**src/rtl/pipe_stage_reg_pkg.sv**
```systemverilog
// Shared lc3b pipeline types: control-word width and the ID/EX payload layout.
// Stages pass these widths to pipe_stage_reg as CTRL_WIDTH / DATA_WIDTH.
package lc3b_types;

  localparam int LC3B_CTRL_WIDTH = 32;

  typedef logic [LC3B_CTRL_WIDTH-1:0] lc3b_control_word;

  typedef struct packed {
    logic [15:0] pc;
    logic [15:0] instr;
    logic [15:0] srcA;
    logic [15:0] srcB;
    logic [15:0] imm;
    logic [15:0] offset;
    logic [15:0] trapVec;
    logic [15:0] nextPc;
    logic [2:0]  sr1Idx;
    logic [2:0]  sr2Idx;
    logic [2:0]  drIdx;
    logic [22:0] spare;
  } lc3b_id_ex_payload;

  localparam int LC3B_ID_EX_WIDTH = $bits(lc3b_id_ex_payload);

  // Held-entry count from the slot valid bits.
  function automatic logic [1:0] occupancyCount(input logic mValid, input logic sValid);
    return {1'b0, mValid} + {1'b0, sValid};
  endfunction

endpackage

```
**src/rtl/pipe_stage_reg_slot.sv**
```systemverilog
// One pipeline entry (valid/ctrl/data) with synchronous load and clear.
// Priority: reset > clear > load; clear zeroes the control word but keeps data.
module pipe_slot #(
  parameter int CTRL_WIDTH = 32,
  parameter int DATA_WIDTH = 160
) (
  input  logic                  clk,
  input  logic                  reset,
  input  logic                  clear_i,
  input  logic                  load_i,
  input  logic [CTRL_WIDTH-1:0] ctrl_i,
  input  logic [DATA_WIDTH-1:0] data_i,
  output logic                  valid_o,
  output logic [CTRL_WIDTH-1:0] ctrl_o,
  output logic [DATA_WIDTH-1:0] data_o
);

  logic                  valid_q, valid_d;
  logic [CTRL_WIDTH-1:0] ctrl_q, ctrl_d;
  logic [DATA_WIDTH-1:0] data_q, data_d;

  always_comb begin
    valid_d = valid_q;
    ctrl_d  = ctrl_q;
    data_d  = data_q;
    if (clear_i) begin
      valid_d = 1'b0;
      ctrl_d  = '0;
    end else if (load_i) begin
      valid_d = 1'b1;
      ctrl_d  = ctrl_i;
      data_d  = data_i;
    end
  end

  always_ff @(posedge clk) begin
    if (reset) begin
      valid_q <= 1'b0;
      ctrl_q  <= '0;
      data_q  <= '0;
    end else begin
      valid_q <= valid_d;
      ctrl_q  <= ctrl_d;
      data_q  <= data_d;
    end
  end

  assign valid_o = valid_q;
  assign ctrl_o  = ctrl_q;
  assign data_o  = data_q;

endmodule

```
**src/rtl/pipe_stage_reg.sv**
```systemverilog
// Inter-stage pipeline register with valid/ready handshake, flush and bubble masking.
// Define PIPE_STAGE_SKID_EN to add a skid slot so in_ready comes only from flops.
module pipe_stage_reg
  import lc3b_types::*;
#(
  parameter int CTRL_WIDTH = LC3B_CTRL_WIDTH,
  parameter int DATA_WIDTH = LC3B_ID_EX_WIDTH
) (
  input  logic                  clk,
  input  logic                  reset,
  input  logic                  flush,
  input  logic                  in_valid,
  output logic                  in_ready,
  input  logic [CTRL_WIDTH-1:0] in_ctrl,
  input  logic [DATA_WIDTH-1:0] in_data,
  output logic                  out_valid,
  input  logic                  out_ready,
  output logic [CTRL_WIDTH-1:0] out_ctrl,
  output logic [DATA_WIDTH-1:0] out_data,
  output logic [1:0]            occupancy
);

  logic                  mValid;
  logic [CTRL_WIDTH-1:0] mCtrl;
  logic [DATA_WIDTH-1:0] mData;
  logic                  mLoad, mClear;
  logic [CTRL_WIDTH-1:0] mLoadCtrl;
  logic [DATA_WIDTH-1:0] mLoadData;
  logic                  doAccept, doRelease;

  assign doAccept  = in_valid & in_ready;
  assign doRelease = mValid & out_ready;

`ifdef PIPE_STAGE_SKID_EN
  logic                  sValid, sLoad, sClear, mHeld;
  logic [CTRL_WIDTH-1:0] sCtrl;
  logic [DATA_WIDTH-1:0] sData;

  // While S is full upstream is stalled, so an M refill from S never races an accept.
  assign in_ready  = ~reset & ~sValid;
  assign mHeld     = mValid & ~out_ready;
  assign sLoad     = doAccept & mHeld;
  assign sClear    = flush | (doRelease & sValid);
  assign mLoad     = (doRelease & sValid) | (doAccept & ~mHeld);
  assign mLoadCtrl = sValid ? sCtrl : in_ctrl;
  assign mLoadData = sValid ? sData : in_data;
  assign mClear    = flush | (doRelease & ~mLoad);
  assign occupancy = occupancyCount(mValid, sValid);

  pipe_slot #(
    .CTRL_WIDTH(CTRL_WIDTH),
    .DATA_WIDTH(DATA_WIDTH)
  ) sSlot (
    .clk    (clk),
    .reset  (reset),
    .clear_i(sClear),
    .load_i (sLoad),
    .ctrl_i (in_ctrl),
    .data_i (in_data),
    .valid_o(sValid),
    .ctrl_o (sCtrl),
    .data_o (sData)
  );
`else
  assign in_ready  = ~reset & (~mValid | out_ready);
  assign mLoad     = doAccept;
  assign mLoadCtrl = in_ctrl;
  assign mLoadData = in_data;
  assign mClear    = flush | (doRelease & ~doAccept);
  assign occupancy = occupancyCount(mValid, 1'b0);
`endif

  pipe_slot #(
    .CTRL_WIDTH(CTRL_WIDTH),
    .DATA_WIDTH(DATA_WIDTH)
  ) mSlot (
    .clk    (clk),
    .reset  (reset),
    .clear_i(mClear),
    .load_i (mLoad),
    .ctrl_i (mLoadCtrl),
    .data_i (mLoadData),
    .valid_o(mValid),
    .ctrl_o (mCtrl),
    .data_o (mData)
  );

  // Bubbles present a zero control word so downstream decodes a NOP.
  assign out_valid = mValid;
  assign out_ctrl  = mValid ? mCtrl : '0;
  assign out_data  = mData;

endmodule

```
**config.mk**
```make
export PLATFORM = sky130hd
export DESIGN_NAME = pipe_stage_reg
export DESIGN_NICKNAME = d
export VERILOG_FILES = /design/src/rtl/pipe_stage_reg_pkg.sv /design/src/rtl/pipe_stage_reg_slot.sv /design/src/rtl/pipe_stage_reg.sv
export SDC_FILE = /design/constraint.sdc
export NUM_CORES = 1
export LEC_CHECK = 0
export ABC_AREA = 1
export CELL_PAD_IN_SITES_DETAIL_PLACEMENT = 0
export CELL_PAD_IN_SITES_GLOBAL_PLACEMENT = 1
export CORE_ASPECT_RATIO = 1.5
export CORE_MARGIN = 4
export CORE_UTILIZATION = 29
export DETAILED_ROUTE_END_ITERATION = 6
export PLACE_DENSITY_LB_ADDON = 0.2
export SYNTH_ARGS = -nofsm -noshare
export SYNTH_HDL_FRONTEND = slang
export SYNTH_SLANG_ARGS = --single-unit
```
**constraint.sdc**
```tcl
create_clock -name clk -period 3.4 [get_ports clk]
set_input_delay 0.34 -clock clk [delete_from_list [all_inputs] [get_ports clk]]
set_output_delay 0.34 -clock clk [all_outputs]
set_load 0.005 [all_outputs]
```
## After elaboration in Yosys (flattened, before gate mapping)

Cells that the tools add are included.

- Mux-type cells: 1
- Bitwise gates (word level): 10
- Reduce and logical (&&, ||, !) cells: 2

Operators by type and width:

| kind | number |
|---|---|
| $mux 32 | 1 |
| $and 1x1->1 | 4 |
| $not 1->1 | 4 |
| $or 1x1->1 | 2 |
| $reduce_and 2->1 | 1 |
| $reduce_or 2->1 | 1 |

- Register bits after elaboration: 193
- Logic and storage cells: 16

## Depth between registers and ports, before layout

Gate-level depths: netlist of run 1.

- Word-level depth: 9
- Depth in mapped cells: 8
- Depth with buffers taken out: 7

## By module

Synthesis of run 1 repeated with hierarchy kept, for this count alone.

- Cell total of the unflattened synthesis: 1257
- Area total of the unflattened synthesis: 8265.4 sq um

By module, submodules not included:

| module | instances | cells an instance | area each (sq um) | sequential area each (sq um) |
|---|---|---|---|---|
| pipe_slot | 1 | 1175 | 7898.8 | 3863.7 |
| pipe_stage_reg | 1 | 82 | 366.6 | 0.0 |

## Worst setup path after synthesis of run 1

No wires, ideal clock.

- Kind: register to register
- Start point: register mSlot.valid_q (netlist: mSlot.valid_o)
- End point: register mSlot.data_q[0] (netlist: mSlot.data_o[0])
- Library setup time: 113 ps
- Arrival: 1132 ps
- Data required time: 3287 ps
- Path slack: 2155 ps
- Cell stages (with the launch flop): 8
- Path buffers: 3
- Period minus slack after synthesis: 1245 ps
- Cell sequence: dfxtp_1 > buf_4 > nand2_4 > nand4_4 > buf_4 > buf_2 > nor2_1 > nor2_1

- Cells in the longest elaborated chain, start to end: 9

RTL lines:

| element | RTL line | RTL |
|---|---|---|
| from (decl) | pipe_stage_reg_slot.sv:18 | `logic valid_q, valid_d;` |
| from (signal assigned) | pipe_stage_reg_slot.sv:42 | `valid_q <= valid_d;` |
| $not 1->1 | pipe_stage_reg.sv:65 | `assign in_ready = ~reset & (~mValid \| out_ready);` |
| $or 1x1->1 | pipe_stage_reg.sv:65 |  |
| $and 1x1->1 | pipe_stage_reg.sv:65 |  |
| $and 1x1->1 | pipe_stage_reg.sv:31 | `assign doAccept = in_valid & in_ready;` |
| $not 1->1 | pipe_stage_reg.sv:69 | `assign mClear = flush \| (doRelease & ~doAccept);` |
| $and 1x1->1 | pipe_stage_reg.sv:69 |  |
| $or 1x1->1 | pipe_stage_reg.sv:69 |  |
| $not 1->1 (no line) | n/a |  |
| $reduce_and 2->1 (no line) * | n/a |  |
| to (signal assigned) | pipe_stage_reg_slot.sv:44 | `data_q <= data_d;` |
| to (decl) | pipe_stage_reg_slot.sv:20 | `logic [DATA_WIDTH-1:0] data_q, data_d;` |

Mark *: on every way between the ends. The rest lies on a longest branch, timed or not.
A chain may end at the register's enable or synchronous reset.

## Worst setup path in the final report of run 1

- Start point: register mSlot.valid_q (netlist: mSlot.valid_o)
- End point: output port out_ctrl[11]

- Cells in the longest elaborated chain, start to end: 1

RTL lines:

| element | RTL line | RTL |
|---|---|---|
| $mux 32 | pipe_stage_reg.sv:90 | `assign out_ctrl = mValid ? mCtrl : '0;` |
| to (decl) | pipe_stage_reg.sv:18 | `output logic [CTRL_WIDTH-1:0] out_ctrl,` |

No other way between the ends.

==> impl_results.md, run 1 <==
- Status: complete, no violations
- Layout Cells excl Fill: slightly above 2k
- Nets: 1848
- Final hold vios: 0
- DR iter-0 viols: roughly 370
- DRC viols: 0
- Synth area leader: dfxtp_1
- Largest family of logic cells by synthesized area: simple AND/OR/NAND/NOR gates
- Hold slack: around 480 ps
- Pwr dens: 413 nW/um2
- Post-cts resize count: 0
- RR Endpoint: mSlot.data_o[22]
- Antenna viol nets, final: 0
- Clock latency on the worst-skew pair: about 440 ps
- Min-delay src: in_data[5]
- Synthesis-to-finish area growth: 57.5%
- Initial antenna violation count: 7
- Post-detailed-route via-to-cell ratio: between 4 and 5
- # setup viols final: 0
- Die Ht: 215 um
- Adder-Cell Fraction of Synth Area: 0%
- I/O Buffers: approximately 400
- R2R setup slack: about 1100 ps
- Max cap viols: 0
- Max clock buf depth: 2
- Worst-path clk slew: 70 ps
- Tot GR Track Use: ~17%
- Detailed placement HPWL: between 15000 and 20000 um
- Grt ovf: 0
- CTS Sinks: between 150 and 200
- H-tree levels: 4
- Worst-path maximum fanout: 24
- Slew Limit Headroom: around a third
- CP endpoint kind: output port
- Final Slew Violations: 0
- Starting density of the core: between 20% and 30%
- Hold Crit Class: primary input to flip-flop
- Number of global-route vias before repair: between 7k and 8k
- P_leak: 6.45 nW
- CTS Root Cell: clkbuf_16
- Mean routed wirelength per cell: roughly 14 um
- DRT Pass-1 Iters: 4
- Fraction of layout cells with a size suffix above 1: approximately 2.8%
- Avg Inst Size Synth: between 6 and 7 um2
- Post-route minimum period: around 2600 ps
- GP Congestion: 0.782
- CP Launch Type: flip-flop
- Syn Std Cell Area: 8260 um2
- Post-Synth XOR/XNOR Area: 0%
- Library cells used by synthesis: 18
- Post-synthesis compound-gate area fraction: less than 1%
- Die width: 146 um
- Worst Setup SP: mSlot.valid_o
- Post-synthesis sequential area ratio: about 47%
- Synth Net Count: ~1.5k
- Total core area: about 28000 um2
- Crit path to: out_ctrl[11]
- WS Path Type: flip-flop to output port
- Worst reg2reg startpoint: mSlot.valid_o
- Core Rows: 75
- CP arrival: approximately 2300 ps
- Max IR drop VDD: approximately 0.33 mV
- Synth Register Bits: just under 200
- RSZ-0062 raised after global routing: false
- Synth top area share: 46.8%
- Post-CTS setup buffer count: 0
- CTS tree: done
- Clock Skew: 9.83 ps
- Final cycle utilization of the critical path: about three quarters
- R2R cell count: 7
- Commonest non-fill, non-tap cell in the layout: nand2_1
- Total Die Area: around 31000 um2
- Routed wire length: 27600 um
- # IOs: between 300 and 400
- CP Data Required Time: roughly 3000 ps
- Dpl cells: approximately 2.0k
- TNS Setup: 0 ps
- Area share of and/or/nand/nor cells after synthesis: between 30% and 40%
- Vias after detailed routing: between 8k and 9k
- Pin count of the biggest net entering global routing: roughly 160
- Synth warnings: 0
- Multiplexer share of the synthesized area: 0%
- Slew @ Worst Pin: roughly 990 ps
- Top post-synthesis cells by area: dfxtp_1, nand2_1, nor2_1
- Fmax: around 0.39 GHz
- Mapped Cells: around 1.3k
- Final design utilization: a little under half
- Num CTS Buffers: 17
- Most frequent cells in the layout: nand2_1, clkdlybuf4s50_1, nor2_1, inv_1, dfxtp_1
- Cts hold-fix bufs: 0
- First-pass GRT wire length: 42900 um
-- registers in the layout, indices dropped and copies added, names as in the netlist --
signal / cells
mSlot.valid_o: 1
mSlot.ctrl_o: 32
mSlot.data_o: 160
-- stage by stage --
stage / power (W) / setup slack (ps) / area, um2
3_3_place_gp: 0.00330 / 1060 / 12400
5_1_grt: 0.00565 / 657 / 13000
3_5_place_dp: 0.00330 / 1030 / 12400
6_report: 0.00538 / 814 / 13000
4_1_cts: 0.00548 / 785 / 13000
2_1_floorplan: 0.00279 / 2160 / 8260
-- final cells by class --
type	instances	area [um2]
Antenna cell	6	15.0
Clock buffer	18	439
Clock inverter	14	175
Fill cell	2953	15000
Inverter	228	861
Multi-Input combinational cell	809	3150
Sequential cell	193	3860
Tap cell	346	433
Timing Repair Buffer	402	4070
-- synthesized netlist by cell type --
cell,instances
buf_4,4
nand2_1,417
dfxtp_1,193
a21boi_0,1
conb_1,1
nand2_4,1
o211ai_1,1
inv_1,227
nand3_1,1
nor2_1,353
nand4_4,1
buf_1,1
clkbuf_1,23
nand4_1,32
buf_6,5
buf_2,42
a21oi_1,1
inv_2,1
-- power breakdown --
part           internal [W]  switching (W)
sequential          0.00237      0.0000544
combinational      0.000476       0.000344
clock               0.00119       0.000940
-- worst min-delay path by stage --
stage / slack, ps / cells after the start / end
after global routing: 450 / 3 / mSlot.data_o[48]
after CTS: 440 / 3 / mSlot.data_o[48]
after detailed placement: 500 / 4 / mSlot.data_o[95]
after floorplan: 470 / 2 / mSlot.data_o[0]
final: 480 / 3 / mSlot.data_o[5]
after global placement: 500 / 4 / mSlot.data_o[45]
-- per-layer routing --
layer | up-vias | share of wire [%] | track usage (%)
li1 | 4409 | - | -
met1 | 3586 | 38 | 17.8
met2 | 251 | 52 | 30.9
met3 | 31 | 7.8 | 6.64
met4 | 2 | 2.2 | 6.94
met5 | - | 0.072 | 0
-- worst max-delay path, stage by stage (launching register included) --
cell and delay [ps]:
dfxtp_1 720, buf_4 390, nand2_1 100, inv_1 60, clkdlybuf4s50_1 540
-- cells by family (layout without fill, tap and decap cells) --
group | after synthesis | in the layout
other cells | 1 | 7
simple gates | 805 | 805
buf+inv | 303 | 662
compound gates | 3 | 3
flops | 193 | 193
No activity file was read; power rests on OpenSTA's default activity.
==> run 2: changes to the inputs <==
Settings changed: CORE_UTILIZATION 29 to 27.
Clock period 3.4 ns to 2.65 ns, I/O delays scaled along.
==> run 2 against run 1 <==
  * Total power rose by 37%
  * Sequential cell count unchanged
  * Register-to-register slack worse by 50 ps
  * Core utilization down 2.6 points
  * Sequential share of layout area shrank 0.52 points
  * Non-clock buffer count increased by 8
  * Worst setup slack lost 240 ps
  * Via count fell by 0.24%
  * Die area up 7.1%
  * Critical path type unchanged
  * Final cell count increased by 3.0%
  * Critical endpoint is now out_ctrl[16]
  * Count of clock-buffer cells in the layout rose by 1
  * Routed wire length up 2.1%
==> impl_results.md, run 2 (same netlist as run 1, synthesis figures left out) <==
- Status: complete, no violations
- Combinational share of power: 14.5% (-0.8 points)
- Final cycle utilization of the critical path: roughly 79%
- Die Ht: 222 um (+3.5%)
- CP Launch Type: flip-flop
- Max IR drop VDD: 0.428 mV (+30%)
- Clock latency on the worst-skew pair: 450 ps (about the same)
- Final hold vios: 0 (unchanged)
- CTS Sinks: 193 (unchanged)
- CTS Root Cell: clkbuf_16
- CP top delay family: buffers and inverters
- Sw Ratio: 23.7% (-1.2 points)
- DRC viols: 0 (unchanged)
- P_leak: 6.54 nW (+1.3%)
- Pin count of the biggest net entering global routing: 121 (-23%)
- Worst Setup SP: mSlot.valid_o
- # IOs: 393 (unchanged)
- Crit-path max cell delay: 510 ps (-210 ps)
- Num CTS Buffers: 17 (unchanged)
- DRT Pass-1 Iters: 4 (unchanged)
- P_sw: 0.00174 W (+30%)
- Routed wire length: 28200 um (+2.1%)
- Crit path to: out_ctrl[16]
- Starting density of the core: 27.3% (-2.1 points)
- Post-route minimum period: 2080 ps
- Slew Limit Headroom: 52.5% (+18 points)
- CTS tree: done
- I/O Buffers: 391 (unchanged)
- Final Slew Violations: 0 (unchanged)
- Fmax: slightly below 0.5 GHz
- Max FFs per register: 160 (unchanged)
- Worst-path maximum fanout: 17 (-29%)
- R2R setup slack: 1080 ps (-50 ps)
- Worst-path clk slew: 70 ps (about the same)
- Most frequent cells in the layout: nand2_1, clkdlybuf4s50_1, nor2_1, inv_1, dfxtp_1
- # setup viols final: 0 (unchanged)
- Initial antenna violation count: 7 (unchanged)
- Max clock buf depth: 2 (unchanged)
- CP max stage cell: clkdlybuf4s50_1
- GP Congestion: 0.774 (-1.1%)
- Tot GR Track Use: 16.3% (-0.89 points)
- Post-CTS setup buffer count: 0 (unchanged)
- Power share of the clock group: 43.2% (+3.5 points)
- Core Rows: 78 (+4.0%)
- Clock Skew: 9.66 ps (-0.174 ps)
- Die width: 151 um (+3.4%)
- Synthesis-to-finish area growth: 60.4%
- First-pass GRT wire length: 42100 um (-1.8%)
- Final design utilization: 43.8% (-2.6 points)
- Vias after detailed routing: 8259 (-0.24%)
- RSZ-0062 raised after global routing: false
- Detailed placement HPWL: 20600 um (+5.0%)
- H-tree levels: 4 (unchanged)
- Worst-path cell chain: buf_4 -> nand2_1 -> inv_1 -> clkdlybuf4s50_1
- Dpl cell area: 12500 um2 (+1.0%)
- CP endpoint kind: output port
- CP arrival: 1820 ps (-430 ps)
- Seq pwr share: 42.3% (-2.8 points)
- Levels on crit path: 4 (unchanged)
- RR Endpoint: mSlot.data_o[22]
- Number of global-route vias before repair: 7813 (-0.88%)
- Final Instance Area: 13200 um2 (+1.8%)
- WS Path Type: flip-flop to output port
- R2R cell count: 7 (unchanged)
- Total Die Area: 33500 um2 (+7.1%)
- Total core area: 30300 um2 (+7.8%)
- Nets: 1856 (+0.43%)
- Worst reg2reg startpoint: mSlot.valid_o
- Post-cts resize count: 0 (unchanged)
- P_int: 0.00560 W (+39%)
- Hold Crit Class: primary input to flip-flop
- Post-detailed-route via-to-cell ratio: 3.98 (-3.2%)
- Mean routed wirelength per cell: 13.6 um (-0.86%)
- Fraction of layout cells with a size suffix above 1: 3.23% (+0.47 points)
- Antenna viol nets, final: 0 (unchanged)
- Max cap viols: 0 (unchanged)
- DR iter-0 viols: 332 (-10%)
- WP buf/inv: 3 (unchanged)
- TNS Setup: 0 ps (unchanged)
- Cts hold-fix bufs: 0 (unchanged)
- Pwr Total: 0.00734 W (+37%)
- CP Data Required Time: 2380 ps (-680 ps)
- Pwr dens: 554 nW/um2 (+34%)
- Commonest non-fill, non-tap cell in the layout: nand2_1
- Grt ovf: 0 (unchanged)
- Slew @ Worst Pin: 713 ps (-275 ps)
[run 2: cell count changes in the layout (fill, tap and decap cells not counted)]
cell,change
buf_4,+8
inv_6,-4
bufinv_16,+4
diode_2,-1
clkinv_2,-3
inv_8,+3
clkinv_4,-1
clkbuf_8,+1
[run 2: worst min-delay path by stage]
stage / start / to / slack [ps] / cells after the start
after floorplan: in_data[0] / mSlot.data_o[0] / 400 / 2
after global placement: mSlot.data_o[31] / mSlot.data_o[31] / 500 / 4
after detailed placement: mSlot.data_o[52] / mSlot.data_o[52] / 500 / 4
after CTS: in_data[152] / mSlot.data_o[152] / 350 / 3
after global routing: in_data[152] / mSlot.data_o[152] / 370 / 3
final: in_data[17] / mSlot.data_o[17] / 390 / 3
[run 2: tightest hold or removal path: stages]
cell and delay, ps:
clkdlybuf4s50_1 390, nor2_1 100, nor2_1 50
[run 2: layout make-up]
cell class                 count  area (um2)
fill                        3155       17000
timing repair buffer         410        4130
sequential                   193        3860
multi-input combinational    809        3150
inverter                     228         861
tap                          400         500
clock buffer                  19         453
clock inverter                13         270
antenna                        5        12.5
[run 2: through the flow]
step,setup WS [ps],std cells,hold slack (ps)
after floorplan,1410,1305,400
after global placement,626,2040,496
after detailed placement,615,2040,498
after CTS,508,2072,354
after global routing,439,2075,371
final,569,2077,394
[run 2: layer usage]
metal,vias to the layer above,track usage [%],part of all wire [%],routed length [um]
li1,4428,-,-,-
met1,3533,16.8,37,10600
met2,256,28.6,50,14200
met3,38,6.30,9.2,2600
met4,4,7.64,2.7,767
met5,-,0,0.10,29
[run 2: power by group through the flow]
stage	sequential, W	clock (W)	combinational (W)
6_report	0.00311	0.00317	0.00106
5_1_grt	0.00312	0.00339	0.00118
3_5_place_dp	0.00318	0	0.00108
3_3_place_gp	0.00317	0	0.00107
2_1_floorplan	0.00318	0	0.000397
4_1_cts	0.00311	0.00330	0.00108
